File: src/rtl/smol_axis_sink.sv
// Purpose: consumer end of a 32-bit valid/ready stream: small FWFT FIFO, word statistics, producer protocol check.
// Latency: a word accepted on edge N is on pop_data/pop_vld from cycle N+1; pop takes effect on the same edge.
// Backpressure: s_rdy comes from registers only; it drops when the FIFO is full or one cycle after hold is sampled high.
//
// Ports:
//   clk, rst_n        rising-edge clock, asynchronous active-low reset
//   s_data/s_vld/s_rdy stream input from the producer
//   hold              downstream throttle, registered once before it gates s_rdy
//   clr               synchronous flush of FIFO, statistics and error flag (wins over push/pop)
//   pop/pop_data/pop_vld  downstream consume interface, head word shown first-word-fall-through
//   level             FIFO occupancy
//   word_cnt/checksum accepted-word count and wrap-around sum
//   proto_err         sticky producer protocol violation flag
module smol_axis_sink #(
    parameter int DATA_W = 32,
    parameter int DEPTH  = 4,
    parameter int CNT_W  = 16,
    localparam int LW    = $clog2(DEPTH + 1),
    localparam int PW    = $clog2(DEPTH)
) (
    input  logic              clk,
    input  logic              rst_n,
    input  logic [DATA_W-1:0] s_data,
    input  logic              s_vld,
    output logic              s_rdy,
    input  logic              hold,
    input  logic              clr,
    input  logic              pop,
    output logic [DATA_W-1:0] pop_data,
    output logic              pop_vld,
    output logic [LW-1:0]     level,
    output logic [CNT_W-1:0]  word_cnt,
    output logic [DATA_W-1:0] checksum,
    output logic              proto_err
);

    localparam logic [LW-1:0] FULL_LVL = LW'(DEPTH);

    logic [DATA_W-1:0] mem [DEPTH];
    logic [PW-1:0]     rd_ptr;
    logic [PW-1:0]     wr_ptr;
    logic              hold_q;
    // Cleared by reset, set on the first edge after release: keeps s_rdy low
    // while reset is asserted even though level and hold_q are zero then.
    logic              run_q;
    logic              stalled;
    logic [DATA_W-1:0] stall_data;

    logic do_push;
    logic do_pop;

    assign s_rdy    = run_q && (level != FULL_LVL) && !hold_q;
    assign pop_vld  = (level != '0);
    assign pop_data = mem[rd_ptr];

    assign do_push = s_vld && s_rdy && !clr;
    assign do_pop  = pop && pop_vld && !clr;

    // Storage is deliberately not reset.
    always_ff @(posedge clk) begin
        if (do_push) begin
            mem[wr_ptr] <= s_data;
        end
    end

    always_ff @(posedge clk or negedge rst_n) begin
        if (!rst_n) begin
            rd_ptr     <= '0;
            wr_ptr     <= '0;
            level      <= '0;
            word_cnt   <= '0;
            checksum   <= '0;
            proto_err  <= 1'b0;
            hold_q     <= 1'b0;
            run_q      <= 1'b0;
            stalled    <= 1'b0;
            stall_data <= '0;
        end else begin
            run_q  <= 1'b1;
            hold_q <= hold;
            if (clr) begin
                rd_ptr    <= '0;
                wr_ptr    <= '0;
                level     <= '0;
                word_cnt  <= '0;
                checksum  <= '0;
                proto_err <= 1'b0;
                stalled   <= 1'b0;
            end else begin
                if (do_push) begin
                    wr_ptr   <= wr_ptr + PW'(1);
                    word_cnt <= word_cnt + CNT_W'(1);
                    checksum <= checksum + s_data;
                end
                if (do_pop) begin
                    rd_ptr <= rd_ptr + PW'(1);
                end
                case ({do_push, do_pop})
                    2'b10:   level <= level + LW'(1);
                    2'b01:   level <= level - LW'(1);
                    default: level <= level;
                endcase

                // A stalled producer must hold valid and data until accepted.
                if (stalled && (!s_vld || (s_data != stall_data))) begin
                    proto_err <= 1'b1;
                end
                // The stall ends on handshake (or on the valid drop just flagged).
                stalled <= s_vld && !s_rdy;
                // Latch the word offered on the first stalled cycle only.
                if (s_vld && !s_rdy && !stalled) begin
                    stall_data <= s_data;
                end
            end
        end
    end

endmodule

File: config.mk
export PLATFORM = sky130hd
export DESIGN_NAME = smol_axis_sink
export DESIGN_NICKNAME = d
export VERILOG_FILES = /design/src/rtl/smol_axis_sink.sv
export SDC_FILE = /design/constraint.sdc
export NUM_CORES = 1
export LEC_CHECK = 0
export ABC_CLOCK_PERIOD_IN_PS = 3350
export CORE_MARGIN = 1
export CORE_UTILIZATION = 33
export CTS_BUF_LIST = sky130_fd_sc_hd__clkbuf_4
export DETAILED_ROUTE_END_ITERATION = 10
export GPL_TIMING_DRIVEN = 0
export PLACE_DENSITY = 0.54
export SYNTH_ARGS = -nofsm -noshare
export SYNTH_HDL_FRONTEND = slang
export SYNTH_SLANG_ARGS = --single-unit
File: constraint.sdc
create_clock -name clk -period 3.35 [get_ports clk]
set_input_delay 0.5025 -clock clk [delete_from_list [all_inputs] [get_ports clk]]
set_output_delay 0.5025 -clock clk [all_outputs]
set_load 0.005 [all_outputs]
# After elaboration in Yosys (flattened, before gate mapping)
# Memories as Yosys holds them, arrays and structs flattened.
# Index checks and enable logic that the tools add are counted.
totals:
  rom_bits: 0
  latchBits: 0
  n_memories: 1
  regBits: 91
  mem_bits_rw: 128
  input_bits: 38
  elab_cells: 58
  out_inout_bits: 86
op_classes:
  div: 0
  n_bitwise: 1
  n_addsub: 6
  n_mul: 0
  reduce_logical: 21
  eq_ne: 4
  n_shift: 0
  magnitude_cmp: 0
  mux: 15
mem_list:
  columns: ["name", "depth", "word_bits", "rd", "rd_ports_with_merged_regs", "write_ports", "line", "rtl"]
  rows:
  - ["mem", 4, 32, 1, 0, 1, "39", "logic [DATA_W-1:0] mem [DEPTH];"]
ops:
  columns: ["op", "count"]
  rows:
  - ["$mux 32", 2]
  - ["$add 32x32->32", 1]
  - ["$mux 16", 2]
  - ["$ne 32x32->1", 1]
  - ["$add 16x1->16 const B", 1]
  - ["$logic_and 1x1->1", 9]
  - ["$mux 2", 4]
  - ["$pmux 3 s2", 1]
  - ["$reduce_bool 2->1", 3]
  - ["$reduce_bool 3->1", 2]
  - ["$logic_not 1->1", 5]
  - ["$mux 1", 5]
  - ["$add 2x1->2 const B", 2]
  - ["$add 3x1->3 const B", 1]
  - ["$mux 3", 1]
  - ["$ne 3x3->1 const B", 1]
  - ["$sub 3x1->3 const B", 1]
  - ["$eq 2x1->1 const B", 1]
  - ["$eq 2x2->1 const B", 1]
  - ["$reduce_and 2->1", 1]
  - ["$logic_or 1x1->1", 1]
  - ["$not 1->1", 1]

# Depth between registers and ports, before layout
# Gate-level depths: netlist of run 1.
logic_depth:
  depth_word: 8
  mapped_depth: 12
  ltp_nobuf: 12

# Worst setup path after synthesis of run 1
# OpenSTA, ideal clock, no wires.
synth_path:
  path_kind: "input-to-reg"
  start: "in s_data[1]"
  end: "reg checksum[31]"
  stages: 10
  slack_ns: 0.204
  arrival_ns: 3.068
  path_cell_list: "ha_1 a211o_1 a21o_1 a2111o_1 a211oi_2 a211oi_1 o41ai_1 xor2_1 or3_1 a21oi_1"
synth_via:
  elab_chain_len: 3
synth_lines:
  columns: ["item", "line", "rtl"]
  rows:
  - ["from (decl)", "23", "input logic [DATA_W-1:0] s_data,"]
  - ["$add 32x32->32", "93", "checksum <= checksum + s_data;"]
  - ["$mux 32", "90", "if (do_push) begin"]
  - ["$mux 32", "81", "if (clr) begin"]
  - ["to (signal assigned)", "93", null]
  - ["to (decl)", "33", "output logic [DATA_W-1:0] checksum,"]
# Every way passes these cells. The select of a mux whose other input is x is not followed.
# A chain may end at the register's enable or synchronous reset.

# Final worst setup path of run 1
layout_path:
  start: "in s_data[7]"
  end: "reg checksum[27]"
# The elaborated chain is that of the path after synthesis.

==> results of run 1 <==
-- worst register-to-register path, cell delays in order (launching register included) --
cell,delay (ps)
dfrtp_1,410
ha_1,300
a211o_1,310
a21o_1,200
a2111o_1,460
a2111o_1,460
a21oi_2,250
o21ai_2,120
a221oi_2,270
xnor2_1,100
a22o_1,190
-- per-stage QoR --
stage	utilization (%)	instances	power (mW)	hold WS (ps)	worst slack [ps]
4_1_cts	42.4	1385	7.19	169	3.33
6_report	42.6	1387	7.09	230	123
3_5_place_dp	39.6	1273	4.65	462	-955
2_1_floorplan	-	749	4.02	207	204
5_1_grt	42.6	1387	7.50	193	-14.0
3_3_place_gp	39.2	1268	4.63	498	-2040
-- power by group --
| part | leakage [nW] | switching [mW] | total (mW) | internal (mW) |
|---|---|---|---|---|
| sequential | 2.33 | 0.142 | 3.18 | 3.04 |
| clock | 0.498 | 1.13 | 2.49 | 1.36 |
| combinational | 2.09 | 0.659 | 1.42 | 0.756 |
| total | 4.93 | 1.93 | 7.09 | 5.16 |
-- how the worst min path moves through the flow --
stage	to	from	slack, ps
after global routing	hold_q	hold	190
final	hold_q	hold	230
after global placement	proto_err	stalled	500
after floorplan	checksum[0]	rst_n	210
after CTS	hold_q	hold	170
after detailed placement	hold_q	rst_n	460
-- registers in the layout, indices dropped and copies added (netlist names) --
name        count
checksum       32
hold_q          1
level           3
mem           128
proto_err       1
rd_ptr          2
run_q           1
stall_data     32
stalled         1
word_cnt       16
wr_ptr          2
-- synthesized netlist by cell type, types with 2 or more instances --
library cell  number  area share, %
ha_1              36            4.4
buf_1              9           0.33
nor2b_1            4           0.24
a21boi_0           2           0.15
nand2_1           52            1.9
fa_1               2           0.39
a211oi_1           8           0.59
clkbuf_1          16           0.59
a2111o_1           2           0.22
nand3_1           14           0.68
o21a_1             6           0.44
a21oi_1           48            2.3
nor4_1             5           0.31
nor2_1            49            1.8
o31ai_1            2           0.15
and2_1             5           0.31
a21o_1            14            1.0
xnor2_1           50            4.3
o21ai_0           23            1.1
mux4_2            32            7.0
nand2b_1           4           0.24
nor3_1             9           0.44
o41ai_1            2           0.17
inv_1             11           0.40
o21bai_1           3           0.22
nor3b_1            3           0.22
or3_1             11           0.67
and3_1             6           0.37
dfrtp_1           91             22
a221oi_1           3           0.26
nand4_1           15           0.92
a2111oi_0          2           0.17
edfxtp_1         128             38
a22o_1             4           0.34
a211o_1            2           0.17
xor2_1            22            1.9
mux2_2            32            3.5
-- cell families after synthesis --
kind of cell	Yosys count
AOI/OAI and AO/OA	135
xor gates and xnor gates	72
adders and majority gates	38
buffers and inverters	38
DFF	219
muxes	65
other	1
and+or+nand+nor	181
-- layer usage --
layer	wire, um	GRT usage, %
met5	0	0
met4	493	5.95
met3	1690	4.26
met2	12400	27.6
met1	12300	23.8
-- final cells by class --
type | count | area, um2
Multi-Input combinational cell | 492 | 4020
Clock buffer | 101 | 758
Timing Repair Buffer | 130 | 1380
Buffer | 26 | 120
Tap cell | 396 | 495
Sequential cell | 219 | 6120
Clock inverter | 11 | 55.1
Inverter | 11 | 41.3
Fill cell | 2889 | 17500
Antenna cell | 1 | 2.50
-- what timing repair did --
item	in CTS	in global routing
gates resized for setup	22	14
setup endpoints to repair	32	93
setup buffers	0	1
hold endpoints to repair	26	0
cloned	0	0
hold buffers	1	0
pin swaps	1	3
==> flow_summary_export.csv, run 1 <==
group,metric,value,unit
synthesis,ys_ff_latch,219,
synthesis,ys_warn_count,0,
worst_hold_path,hold_depth,1,
setup_path,worstSetupPathType,"in2reg",
floorplan,dieArea,31700,um2
detailed_routing,first_iter_violations,354,
setup_path,critPathTopFamily,"compound AO/OA/AOI/OAI gates",
final_layout,layout-drive-gt1-share,21.1,%
setup_path,critical-path-slowest-cell,"clkdlybuf4s50_1",
floorplan,die_height,178,um
synthesis,yosys-mux-area-fraction,10.7,%
floorplan,num_rows,64,
detailed_routing,drt_wl_total,26.9,mm
grt,antenna_found_initial,1,
synthesis,synth_cell_type_count,59,
setup_path,timing.rr.start,"checksum[1]",
setup_path,r2r_cells,10,
detailed_routing,vias,6856,
sta,finalClockSkew,38.8,ps
setup_path,path_cells,"clkdlybuf4s50_1, ha_1, and3_1, and3_1, a2111o_1, a2111o_1, a21oi_2, o21ai_2, a221oi_2, xnor2_1, a22o_1",
setup_path,path_buf_inv,1,
setup_path,worstPathMaxFanout,7,
detailed_routing,drc_errors,0,
synthesis,syn_inst,749,
synthesis,synth_edf_count,128,
clocking,numClockSinks,219,
placed_design,placed_cell_area,12100,um2
final_layout,nets,1015,
run_status,outcome,"completed",
sta,setup_violations,0,
synthesis,yosys.area_share.adder,4.79,%
synthesis,syn_area,10200,um2
detailed_routing,wl_per_cell,19.4,um
final_layout,fin_area,13000,um2
clocking,clk_pin_slew_worst_paths,60,ps
detailed_routing,vias_per_cell,4.94,
power_and_ir_drop,power_leakage,4.93,nW
detailed_routing,postRouteAntennaNets,0,
clocking,cts_root_buf,"clkbuf_4",
flow_run,maxCapViolCount,0,
sta,period_share,96.3,%
setup_path,reg2reg_to,"checksum[27]",
sta,finalMaxSlewViolations,0,
synthesis,synth_fp_nets,825,
clocking,ctsHtreeMaxLevel,2,
synthesis,yosys.area_share.simple,8.40,%
grt,grtUsageTotal,17.6,%
power_and_ir_drop,ir_drop,0.276,mV
sta,max_slew_margin,50.5,%
clocking,clockBufferDepth,3,
power_and_ir_drop,powerDensity,545,nW/um2
synthesis,async_flop_share,41.6,%
setup_path,worstSetupStartpoint,"s_data[7]",
clocking,worstSkewPairLatency,720,ps
clocking,cts_tree,"done",
grt,overflow,0,
worst_hold_path,hold_class,"in2reg",
synthesis,syn_area_per_cell,13.7,um2
detailed_routing,drtPass1Iterations,5,
grt,grt_pass1_vias,7045,
setup_path,critPathMaxStageDelay,590,ps
floorplan,core_area,30500,um2
synthesis,synth_flop_cell,"edfxtp_1",
sta,finalCriticalPeriod,3230,ps
setup_path,reg2reg_slack,200,ps
floorplan,start_util,33.5,%
placed_design,dp_hpwl,18.7,mm
sta,max_clock_freq,310,MHz
setup_path,critPathCaptureType,"register",
grt,grt_start_max_net_pins,66,
floorplan,fp.dieW,178,um
placed_design,portBuffers,123,
setup_path,critPathArrivalTime,3820,ps
sta,tightest_slew,742,ps
sta,final_hold_viol_count,0,
clocking,cts_buffers,59,
setup_path,cp-start-kind,"input pin",
synthesis,synth_top_family_by_area,"multiplexers",
final_layout,final_common_cell,"edfxtp_1",
setup_path,cp-endpoint,"checksum[27]",
final_layout,layout_common_cells,"edfxtp_1, clkdlybuf4s50_1, clkbuf_4",
final_layout,syn2layout_area_growth,27.0,%
synthesis,synth_compound_area_share,8.67,%
sta,setup_tns,0,ps
synthesis,synth_xor_xnor_area_share,6.16,%
grt,grt_pass1_wl,41.2,mm
setup_path,crit_cells,11,
setup_path,required,3940,ps
placed_design,routabilityCongestion,0.824,
floorplan,pin_count,124,
synthesis,ys_seq_area_share,59.8,%
No activity file was read; power rests on OpenSTA's default activity.
==> run 2, diff against run 1 <==
--- a/config.mk
+++ b/config.mk
@@ -12,6 +12,7 @@
 export DETAILED_ROUTE_END_ITERATION = 10
 export GPL_TIMING_DRIVEN = 0
 export PLACE_DENSITY = 0.54
+export SETUP_SLACK_MARGIN = 0.2
 export SYNTH_ARGS = -nofsm -noshare
 export SYNTH_HDL_FRONTEND = slang
 export SYNTH_SLANG_ARGS = --single-unit
==> constraint.sdc (replaced) <==
create_clock -name clk -period 3.35 [get_ports clk]
set_input_delay 0.5025 -clock clk [delete_from_list [all_inputs] [get_ports clk]]
set_output_delay 0.5025 -clock clk [all_outputs]
set_load 0.02 [all_outputs]
==> run 2 against run 1 <==
Against the previous run: critical path depth is the same; highest routed layer unchanged; worst hold slack improved by 3.2 ps; non-clock buffer count rose by 7; routed wire length is 0.54% higher; global-route usage about the same; final cell count grew 0.50%; final area rose by 1.7%; total power grew 2.5%.
==> flow_summary_export.csv, run 2 (synthesized netlist as in run 1, its figures left out) <==
group,metric,value,unit
setup_path,worstSetupPathType,"in2reg",
setup_path,crit_cells,11,
setup_path,reg2reg_to,"checksum[31]",
power_and_ir_drop,power_leakage,5.21,nW
grt,grtUsageTotal,17.6,%
final_layout,layout_common_cells,"edfxtp_1, clkbuf_4, dfrtp_1, clkdlybuf4s50_1, nand2_1",
setup_path,reg2reg_slack,170,ps
floorplan,num_rows,64,
final_layout,largest_register_ffs,128,
sta,max_clock_freq,313,MHz
detailed_routing,vias,6862,
detailed_routing,first_iter_violations,306,
detailed_routing,drt_wl_total,27.0,mm
clocking,clk_pin_slew_worst_paths,70,ps
grt,grt_pass1_wl,41.2,mm
worst_hold_path,hold_class,"in2reg",
grt,grt_pass1_vias,7061,
final_layout,layout.cells.non_filler,1394,
clocking,clockBufferDepth,3,
placed_design,portBuffers,123,
power_and_ir_drop,p_total,7.26,mW
setup_path,worstSetupStartpoint,"s_data[6]",
final_layout,fin_area,13200,um2
run_status,outcome,"completed",
detailed_routing,postRouteAntennaNets,0,
setup_path,path_common_cell,"a211oi_4",
grt,antenna_found_initial,1,
setup_path,cp-endpoint,"checksum[31]",
setup_path,critical-path-slowest-cell,"clkdlybuf4s50_1",
setup_path,critPathArrivalTime,3830,ps
placed_design,placed_cell_area,12100,um2
clocking,worstSkewPairLatency,710,ps
final_layout,largest_registers,"mem: 128 flops, checksum: 32 flops, stall_data: 32 flops",
grt,grt_start_max_net_pins,66,
setup_path,cp-start-kind,"input pin",
placed_design,dp.cells,1273,
sta,holdWs,233,ps
power_and_ir_drop,powerDensity,550,nW/um2
setup_path,critPathCaptureType,"register",
detailed_routing,vias_per_cell,4.92,
setup_path,required,3990,ps
final_layout,top_register,"mem",
clocking,ctsHtreeMaxLevel,2,
final_layout,final_common_cell,"edfxtp_1",
power_and_ir_drop,ir_drop,0.308,mV
sta,finalCriticalPeriod,3190,ps
floorplan,pin_count,124,
detailed_routing,wl_per_cell,19.4,um
clocking,cts_tree,"done",
sta,max_slew_margin,50.9,%
setup_path,timing.rr.start,"checksum[1]",
sta,tightest_slew,736,ps
final_layout,layout-drive-gt1-share,22.4,%
detailed_routing,drc_errors,0,
sta,final_hold_viol_count,0,
setup_path,path_buf_inv,1,
setup_path,worstPathMaxFanout,7,
floorplan,fp.dieW,178,um
sta,setup_violations,0,
sta,rsz0062_at_grt,"yes",
setup_path,critPathTopFamily,"compound AO/OA/AOI/OAI gates",
sta,finalMaxSlewViolations,0,
setup_path,critPathMaxStageDelay,570,ps
flow_run,maxCapViolCount,0,
final_layout,utilization,43.3,%
final_layout,nets,1022,
placed_design,routabilityCongestion,0.824,
setup_path,path_cells,"clkdlybuf4s50_1, ha_1, and3_1, and3_2, a2111o_1, a211oi_4, a211oi_4, o41ai_2, xor2_1, or3_1, a21oi_2",
floorplan,core_area,30500,um2
clocking,cts_root_buf,"clkbuf_4",
floorplan,start_util,33.5,%
floorplan,dieArea,31700,um2
grt,overflow,0,
detailed_routing,drtPass1Iterations,5,
sta,finalClockSkew,37.6,ps
setup_path,r2r_cells,10,
placed_design,dp_hpwl,18.7,mm
clocking,cts_buffers,59,
clocking,numClockSinks,219,
floorplan,die_height,178,um
sta,period_share,95.3,%
final_layout,syn2layout_area_growth,29.1,%
[run 2: cell count changes in the layout (fill, tap and decap cells not counted), sizes merged]
cell           delta
buf               +7
dlymetal6s2s     +25
clkdlybuf4s50    -28
dlygate4sd2       +3
[run 2: cell type report]
type	count	area, um2
Antenna cell	1	2.50
Buffer	27	155
Clock buffer	101	758
Clock inverter	11	55.1
Fill cell	2872	17300
Inverter	11	41.3
Multi-Input combinational cell	492	4090
Sequential cell	219	6120
Tap cell	396	495
Timing Repair Buffer	136	1480
[run 2: repair_timing]
item	4_1_cts	5_1_grt
setup endpoints to repair	114	76
gates resized for setup	44	42
pin swaps	4	8
hold buffers	1	0
setup buffers	0	7
cloned	0	0
endpoints found under the hold margin	26	0
[run 2: power breakdown]
group,switching [mW],internal (mW)
combinational,0.826,0.772
clock,1.13,1.36
sequential,0.132,3.04
[run 2: worst reg2reg max path: cells and delay by family (launching register included)]
kind	cells	cell delay (ps)
fa+ha+maj	1	230
xor+xnor	1	130
flops	1	420
compound gates	7	1950
simple gates	1	400
[run 2: stage by stage]
stage | setup slack, ps | TNS (ps)
2_1_floorplan | 204 | 0
3_3_place_gp | -2040 | -319810
3_5_place_dp | -955 | -20850
4_1_cts | 212 | 0
5_1_grt | 86.4 | 0
6_report | 157 | 0
[run 2: how the worst min path moves through the flow]
| stage | from | endpoint | slack (ps) | cells after the start |
|---|---|---|---|---|
| 3_3_place_gp | stalled | proto_err | 500 | 2 |
| 3_5_place_dp | rst_n | hold_q | 460 | 1 |
| 2_1_floorplan | rst_n | checksum[0] | 210 | 0 |
| 4_1_cts | hold | hold_q | 170 | 1 |
| 5_1_grt | hold | hold_q | 190 | 1 |
| 6_report | hold | hold_q | 230 | 1 |
[run 2: metal layers]
metal  track usage, %  wire (um)  vias up
li1                 -          -     3272
met5                0          0        -
met3             4.26       1730       29
met2             27.8      12600      197
met1             23.6      12200     3364
met4             5.95        477        0
